==> src/rtl/tank_ctrl_n.sv <==
// Tank level controller: debounced thermometer sensor bus feeding an
// EMPTY/HALF/FULL/FAULT FSM with round-robin single-pump duty in HALF.
module tank_ctrl_n #(
  parameter int N_PUMPS  = 2,
  parameter int N_SENS   = 2,
  parameter int DEBOUNCE = 4,
  localparam int PW      = $clog2(N_PUMPS)
) (
  input  logic                clk,
  input  logic                Reset,
  input  logic [N_SENS-1:0]   level,
  input  logic [N_PUMPS-1:0]  pump_en,
  input  logic                fault_clr,
  output logic [N_PUMPS-1:0]  pump,
  output logic [1:0]          state,
  output logic                fault,
  output logic [PW-1:0]       ptr
);

  localparam int CW = $clog2(DEBOUNCE + 1);

  typedef enum logic [1:0] {
    S_EMPTY = 2'b00,
    S_HALF  = 2'b01,
    S_FAULT = 2'b10,
    S_FULL  = 2'b11
  } state_t;

  state_t             st_q, st_d, cls;
  logic [N_SENS-1:0]  prev_q, lvl_q, lvl_inc;
  logic [CW-1:0]      cnt_q, cnt_d;
  logic [PW-1:0]      ptr_q, ptr_d, ptr_adv, cand;
  logic [N_PUMPS-1:0] pump_q, pump_d;
  logic               valid, found;

  // Run length of identical samples, saturating at DEBOUNCE.
  always_comb begin
    if (level != prev_q)
      cnt_d = CW'(1);
    else if (cnt_q == CW'(DEBOUNCE))
      cnt_d = cnt_q;
    else
      cnt_d = cnt_q + CW'(1);
  end

  always_ff @(posedge clk) begin
    if (Reset) begin
      prev_q <= '1;
      cnt_q  <= '0;
      lvl_q  <= '1;
    end else begin
      prev_q <= level;
      cnt_q  <= cnt_d;
      if (cnt_d == CW'(DEBOUNCE))
        lvl_q <= level;
    end
  end

  // Thermometer code 0..01..1 is exactly the set where x & (x+1) == 0.
  assign lvl_inc = lvl_q + N_SENS'(1);
  assign valid   = (lvl_q & lvl_inc) == '0;

  always_comb begin
    if (!valid)
      cls = S_FAULT;
    else if (lvl_q == '1)
      cls = S_FULL;
    else if (lvl_q == '0)
      cls = S_EMPTY;
    else
      cls = S_HALF;
  end

  // First enabled pump after ptr, cyclically; holds when none is enabled.
  always_comb begin
    ptr_adv = ptr_q;
    found   = 1'b0;
    cand    = '0;
    for (int unsigned i = 1; i <= N_PUMPS; i++) begin
      cand = PW'((32'(ptr_q) + i) % N_PUMPS);
      if (!found && pump_en[cand]) begin
        ptr_adv = cand;
        found   = 1'b1;
      end
    end
  end

  always_comb begin
    st_d   = cls;
    ptr_d  = ptr_q;
    pump_d = '0;
    if (st_q == S_FAULT && !(fault_clr && valid))
      st_d = S_FAULT;
    if (st_q == S_HALF && (st_d != S_HALF || !pump_en[ptr_q]))
      ptr_d = ptr_adv;
    unique case (st_d)
      S_EMPTY: pump_d = pump_en;
      S_HALF:  pump_d = (N_PUMPS'(1) << ptr_q) & pump_en;
      S_FULL:  pump_d = '0;
      S_FAULT: pump_d = '0;
      default: pump_d = '0;
    endcase
  end

  always_ff @(posedge clk) begin
    if (Reset) begin
      st_q   <= S_FULL;
      ptr_q  <= '0;
      pump_q <= '0;
    end else begin
      st_q   <= st_d;
      ptr_q  <= ptr_d;
      pump_q <= pump_d;
    end
  end

  assign pump  = pump_q;
  assign state = st_q;
  assign fault = (st_q == S_FAULT);
  assign ptr   = ptr_q;

endmodule

==> config.mk <==
export PLATFORM = sky130hd
export DESIGN_NAME = tank_ctrl_n
export DESIGN_NICKNAME = d
export VERILOG_FILES = /design/src/rtl/tank_ctrl_n.sv
export SDC_FILE = /design/constraint.sdc
export NUM_CORES = 1
export LEC_CHECK = 0
export CORE_AREA = 10 10 47 49
export CTS_CLUSTER_SIZE = 40
export DETAILED_ROUTE_END_ITERATION = 8
export DIE_AREA = 0 0 57 59
export HOLD_SLACK_MARGIN = 0.06
export PLACE_DENSITY = 0.65
export SLEW_MARGIN = 20
export SYNTH_ARGS = -nofsm -noshare
export SYNTH_HDL_FRONTEND = slang
export SYNTH_SLANG_ARGS = --single-unit
==> constraint.sdc <==
create_clock -name clk -period 4.9 [get_ports clk]
set_clock_uncertainty 0.05 [all_clocks]
set_input_delay 0.98 -clock clk [delete_from_list [all_inputs] [get_ports clk]]
set_output_delay 0.98 -clock clk [all_outputs]
set_load 0.02 [all_outputs]
==> results of run 1 <==
-- layout make-up --
class                   instances  share of cell area
flip-flops and latches         12              0.3556
multi-input cells              37              0.3500
well taps                      16             0.02963
clock buffers                   4             0.05370
inverters                       6             0.03333
repair buffers                 12              0.1778
-- cell families (layout without fill, tap and decap cells) --
kind of cell	after synthesis	after routing	share of synthesized area
XOR/XNOR	3	3	0.05225
adder cells (fa/ha/maj)	2	2	0.04974
AO/OA/AOI/OAI	8	8	0.1070
AND/OR/NAND/NOR	22	22	0.2214
buffers and inverters	7	22	0.05223
multiplexers	2	2	0.03980
flip-flops	12	12	0.4776
-- cells in the final DEF, fill, tap and decap left out, drive strengths merged --
cell	instances
nand2b	1
clkbuf	4
nand3b	2
nor2	6
a21o	1
nor3	1
nand3	1
clkdlybuf4s50	12
mux2i	2
a31oi	2
dfxtp	12
ha	2
nor4	1
nor2b	2
a21oi	1
inv	6
xnor2	3
a211o	1
nor3b	1
o21ai	2
nand2	6
nor4b	1
o32a	1
-- stage by stage --
| step | instance area (um^2) | instances | power, W |
|---|---|---|---|
| 4_1_cts | 675.6 | 87 | 0.0001957 |
| 3_5_place_dp | 639.4 | 83 | 0.0001189 |
| 5_1_grt | 675.6 | 87 | 0.0002018 |
| 6_report | 675.6 | 87 | 0.0001944 |
| 3_3_place_gp | 639.4 | 83 | 0.0001188 |
| 2_1_floorplan | 503.0 | 56 | 0.0001118 |
-- how the worst max path moves through the flow --
stage	slack [ns]	endpoint
finish	2.47	fault
global route	2.36	fault
global placement	2.56	lvl_q[1]
CTS	2.45	fault
detailed placement	2.54	lvl_q[1]
floorplan	3.03	fault
-- worst reg2reg max path, cell delays in order (launching register included) --
cell and delay (ns):
dfxtp_1 0.43, inv_1 0.07, ha_1 0.22, o32a_1 0.35, a211o_1 0.30, mux2i_1 0.13
-- routing by layer --
metal	up-vias	share of wire	track usage
li1	219	-	-
met1	171	0.46	0.06611
met2	12	0.42	0.07132
met3	2	0.10	0.03648
met4	0	0.015	0.05034
met5	-	0	0
-- registers in the layout, indices dropped and copies added, names as in the netlist --
| name | count |
|---|---|
| pump | 2 |
| lvl_q | 2 |
| prev_q | 2 |
| state | 2 |
| ptr | 1 |
| cnt_q | 3 |
-- report_power, final --
| group | switching (W) | internal, W |
|---|---|---|
| registers | 0.00000179 | 0.0000995 |
| clock network | 0.0000327 | 0.0000452 |
| logic | 0.00000646 | 0.00000882 |
| total | 0.0000410 | 0.000153 |
==> impl_metrics.yaml, run 1 <==
status:
  outcome: "finished clean"
sta:
  setup_violations: 0
  finalSetupTns_ns: 0
  holdWs_ns: 0.5043
  hold_violations: 0
  final.min_clock_period_ns: 2.430
  worst_slack_ns: 2.470
  fin_crit_sh: 0.4959
  worstMarginPinSlew_ns: 0.3202
  rsz0062_at_grt: "false"
  clock.fmax_ghz: 0.4115
  slew_viol_final: 0
  relSlewSlack: 0.7859
yosys:
  ys_types: 22
  ys.flop_type: "dfxtp_1"
  synthCells: 56
  synthTopCellsByArea: "dfxtp_1, xnor2_1, ha_1, inv_1, nand2_1"
  synth_area_leader_cell: "dfxtp_1"
  synth_seq_cells: 12
  yosys.area.top_type_share: 0.4776
  synthTopCellsByCount: "dfxtp_1, inv_1, nand2_1, nor2_1, xnor2_1"
  netlist_area_um2: 503.0
  synth_nets: 65
  synth-async-reset-ratio: 0
  yosys_warnings: 0
  ys_seq_area_frac: 0.4776
  synth.most_common_cell: "dfxtp_1"
  synth_enable_flop_cells: 0
  syn_avg_cell_area_um2: 8.982
clock_network:
  cts_hold_buf: 0
  clock_sink_count: 12
  clock_path_buffers: 2
  cts-root-buf: "clkbuf_4"
  clock_latency_ns: 0.27
  postCtsSetupBuffers: 0
  cts_made_buffers: 3
  cts_tree: "done"
  clk_pin_slew_worst_paths_ns: 0.08
  htreeDepth: 1
  cts_resized: 0
setup_path:
  path_buf_inv: 1
  path_depth: 2
  slowest_delay_ns: 0.63
  reg2regPathDepth: 5
  arrival_ns: 1.40
  startpoint: "state[1]"
  start_kind: "register"
  r2r-end: "lvl_q[1]"
  reg2reg_slack_ns: 3.24
  crit_path_end_kind: "output pin"
  cp_slowest_cell: "clkdlybuf4s50_1"
  critPathTopFamily: "buffers and inverters"
  crit_fanout: 3
  cp_data_required_time_ns: 3.87
  worstSetupPathType: "reg -> out"
  cp_cell_sequence: "nor2b_1 -> clkdlybuf4s50_1"
  timing.rr.start: "cnt_q[0]"
job:
  maxCapViolCount: 0
place:
  gp_congestion: 0.7664
  place_ws_ns: 2.540
  place_hpwl_um: 731.7
  port_buffers: 12
routing:
  drt-total-wl_um: 935
  vias_per_cell: 4.644
  first_pass_iters: 4
  drc_errors: 0
  num_vias: 404
  wl_per_cell_um: 10.75
  drt_iter0_drc: 8
  final_antenna_net_count: 0
min_path:
  holdPathEnd: "cnt_q[0]"
  min_from: "prev_q[1]"
  hold_depth: 2
  min_path_type: "reg -> reg"
floorplan:
  core_area_um2: 1401
  start_util: 0.3589
  row_count: 14
  dieArea_um2: 3363
  die_x_um: 57
  die_h_um: 59
  ios: 13
finish:
  n_fill_cell: 137
  drive_gt1_frac: 0.05634
  multi_input_area_um2: 236.5
  area_growth_pct: 34.33
  post-route-util: 0.4821
  final_nets: 81
  n_antenna_cell: 0
  seqCellArea_um2: 240.2
grt:
  grt_pass1_vias: 376
  grt_pass1_wl_um: 1531
  antenna_found_initial: 0
  grt_max_degree: 10
  grt_overflow: 0
  grt_usage: 0.05773
power_and_ir_drop:
  leakagePower_nw: 0.2744
  power_density_nw_per_um2: 287.7
  ir_drop_uv: 186.8
Power figures use the tool's default switching activity.
==> run 2: changes to the inputs <==
==> constraint.sdc (replaced) <==
create_clock -name clk -period 2.4 [get_ports clk]
set_clock_uncertainty 0.05 [all_clocks]
set_input_delay 0.48 -clock clk [delete_from_list [all_inputs] [get_ports clk]]
set_output_delay 0.48 -clock clk [all_outputs]
set_load 0.02 [all_outputs]
==> impl_metrics.yaml, run 2 (synthesized netlist as in run 1, its figures left out) <==
finish:
  post-route-util: 0.4821
  n_antenna_cell: 0
  drive_gt1_frac: 0.05634
  final_cell_mix: "dfxtp_1, clkdlybuf4s50_1, inv_1, nor2_1, nand2_1"
  final_nets: 81
  n_fill_cell: 138
  regMostFlops: "cnt_q"
  largest_reg_flops: 3
  area_growth_pct: 34.33
grt:
  grt_pass1_wl_um: 1669
  grt_pass1_vias: 411
  grt_overflow: 0
  antenna_found_initial: 0
  grt_max_degree: 10
  grt_usage: 0.06163
place:
  gp_congestion: 0.7665
  port_buffers: 12
  place_ws_ns: 0.5341
  place_hpwl_um: 740.6
floorplan:
  ios: 13
  die_x_um: 57
  start_util: 0.3589
  row_count: 14
  die_h_um: 59
  core_area_um2: 1401
  dieArea_um2: 3363
sta:
  worstMarginPinSlew_ns: 0.3025
  rsz0062_at_grt: "false"
  finalSetupTns_ns: 0
  clock.fmax_ghz: 0.5179
  hold_violations: 0
  fin_crit_sh: 0.8045
  final.min_clock_period_ns: 1.931
  slew_viol_final: 0
  setup_violations: 0
  worst_slack_ns: 0.4692
  relSlewSlack: 0.7977
setup_path:
  crit_path_end_kind: "output pin"
  worstSetupPathType: "reg -> out"
  crit_fanout: 3
  start_kind: "register"
  arrival_ns: 1.40
  cp_data_required_time_ns: 1.87
routing:
  vias_per_cell: 4.667
  drt_iter0_drc: 8
  drt-total-wl_um: 937
  drc_errors: 0
  final_antenna_net_count: 0
  num_vias: 406
  first_pass_iters: 5
  wl_per_cell_um: 10.77
clock_network:
  postCtsSetupBuffers: 0
  clock_sink_count: 12
  cts_tree: "done"
  cts_made_buffers: 3
  cts_resized: 0
  cts-root-buf: "clkbuf_4"
  cts_hold_buf: 0
  clk_pin_slew_worst_paths_ns: 0.07
  clock_path_buffers: 2
  clock_latency_ns: 0.26
  htreeDepth: 1
power_and_ir_drop:
  power_w: 0.0003925
  ir_drop_uv: 340.4
  power_density_nw_per_um2: 580.9
  leakagePower_nw: 0.2744
min_path:
  min_path_type: "reg -> reg"
status:
  outcome: "finished clean"
job:
  maxCapViolCount: 0
## run 2: cell counts in the layout (fill, tap and decap cells not counted)
Identical to the previous run, type by type.
## run 2: critical path, stage by stage (launching register included)
cell and delay, ns:
dfxtp_1 0.34, nor2b_1 0.17, clkdlybuf4s50_1 0.63
## run 2: cell type report
class	count	area, um^2	area share
Inverter	6	22.52	0.03333
Timing Repair Buffer	12	120.1	0.1778
Tap cell	16	20.02	0.02963
Clock buffer	4	36.28	0.05370
Sequential cell	12	240.2	0.3556
Multi-Input combinational cell	37	236.5	0.3500
## run 2: power breakdown
part,switching (W),leakage [nW],internal [W]
clock network,0.0000620,0.0210,0.0000921
registers,0.00000376,0.0979,0.000203
logic,0.0000134,0.156,0.0000180
## run 2: path summary, 6_finish.rpt
check	start	to	slack (ns)	depth (start not counted)
max	state[1]	fault	0.47	2
min	lvl_q[0]	state[0]	0.50	1
max reg2reg	cnt_q[0]	lvl_q[0]	0.72	5
min reg2reg	lvl_q[0]	state[0]	0.50	1
## run 2: through the flow
step	std cells	instance area [um^2]	hold WS (ns)
final	87	675.6	0.5011
after global routing	87	675.6	0.5516
after CTS	87	675.6	0.4992
after detailed placement	83	639.4	0.4820
after global placement	83	639.4	0.4809
after floorplan	56	503.0	0.4439
## run 2: metal layers
layer  GRT usage  share of wire  up-vias
li1            -              -      216
met1     0.07332           0.49      178
met2     0.08062           0.41       10
met3     0.03004          0.091        2
met4     0.05034          0.015        0
met5           0              0        -
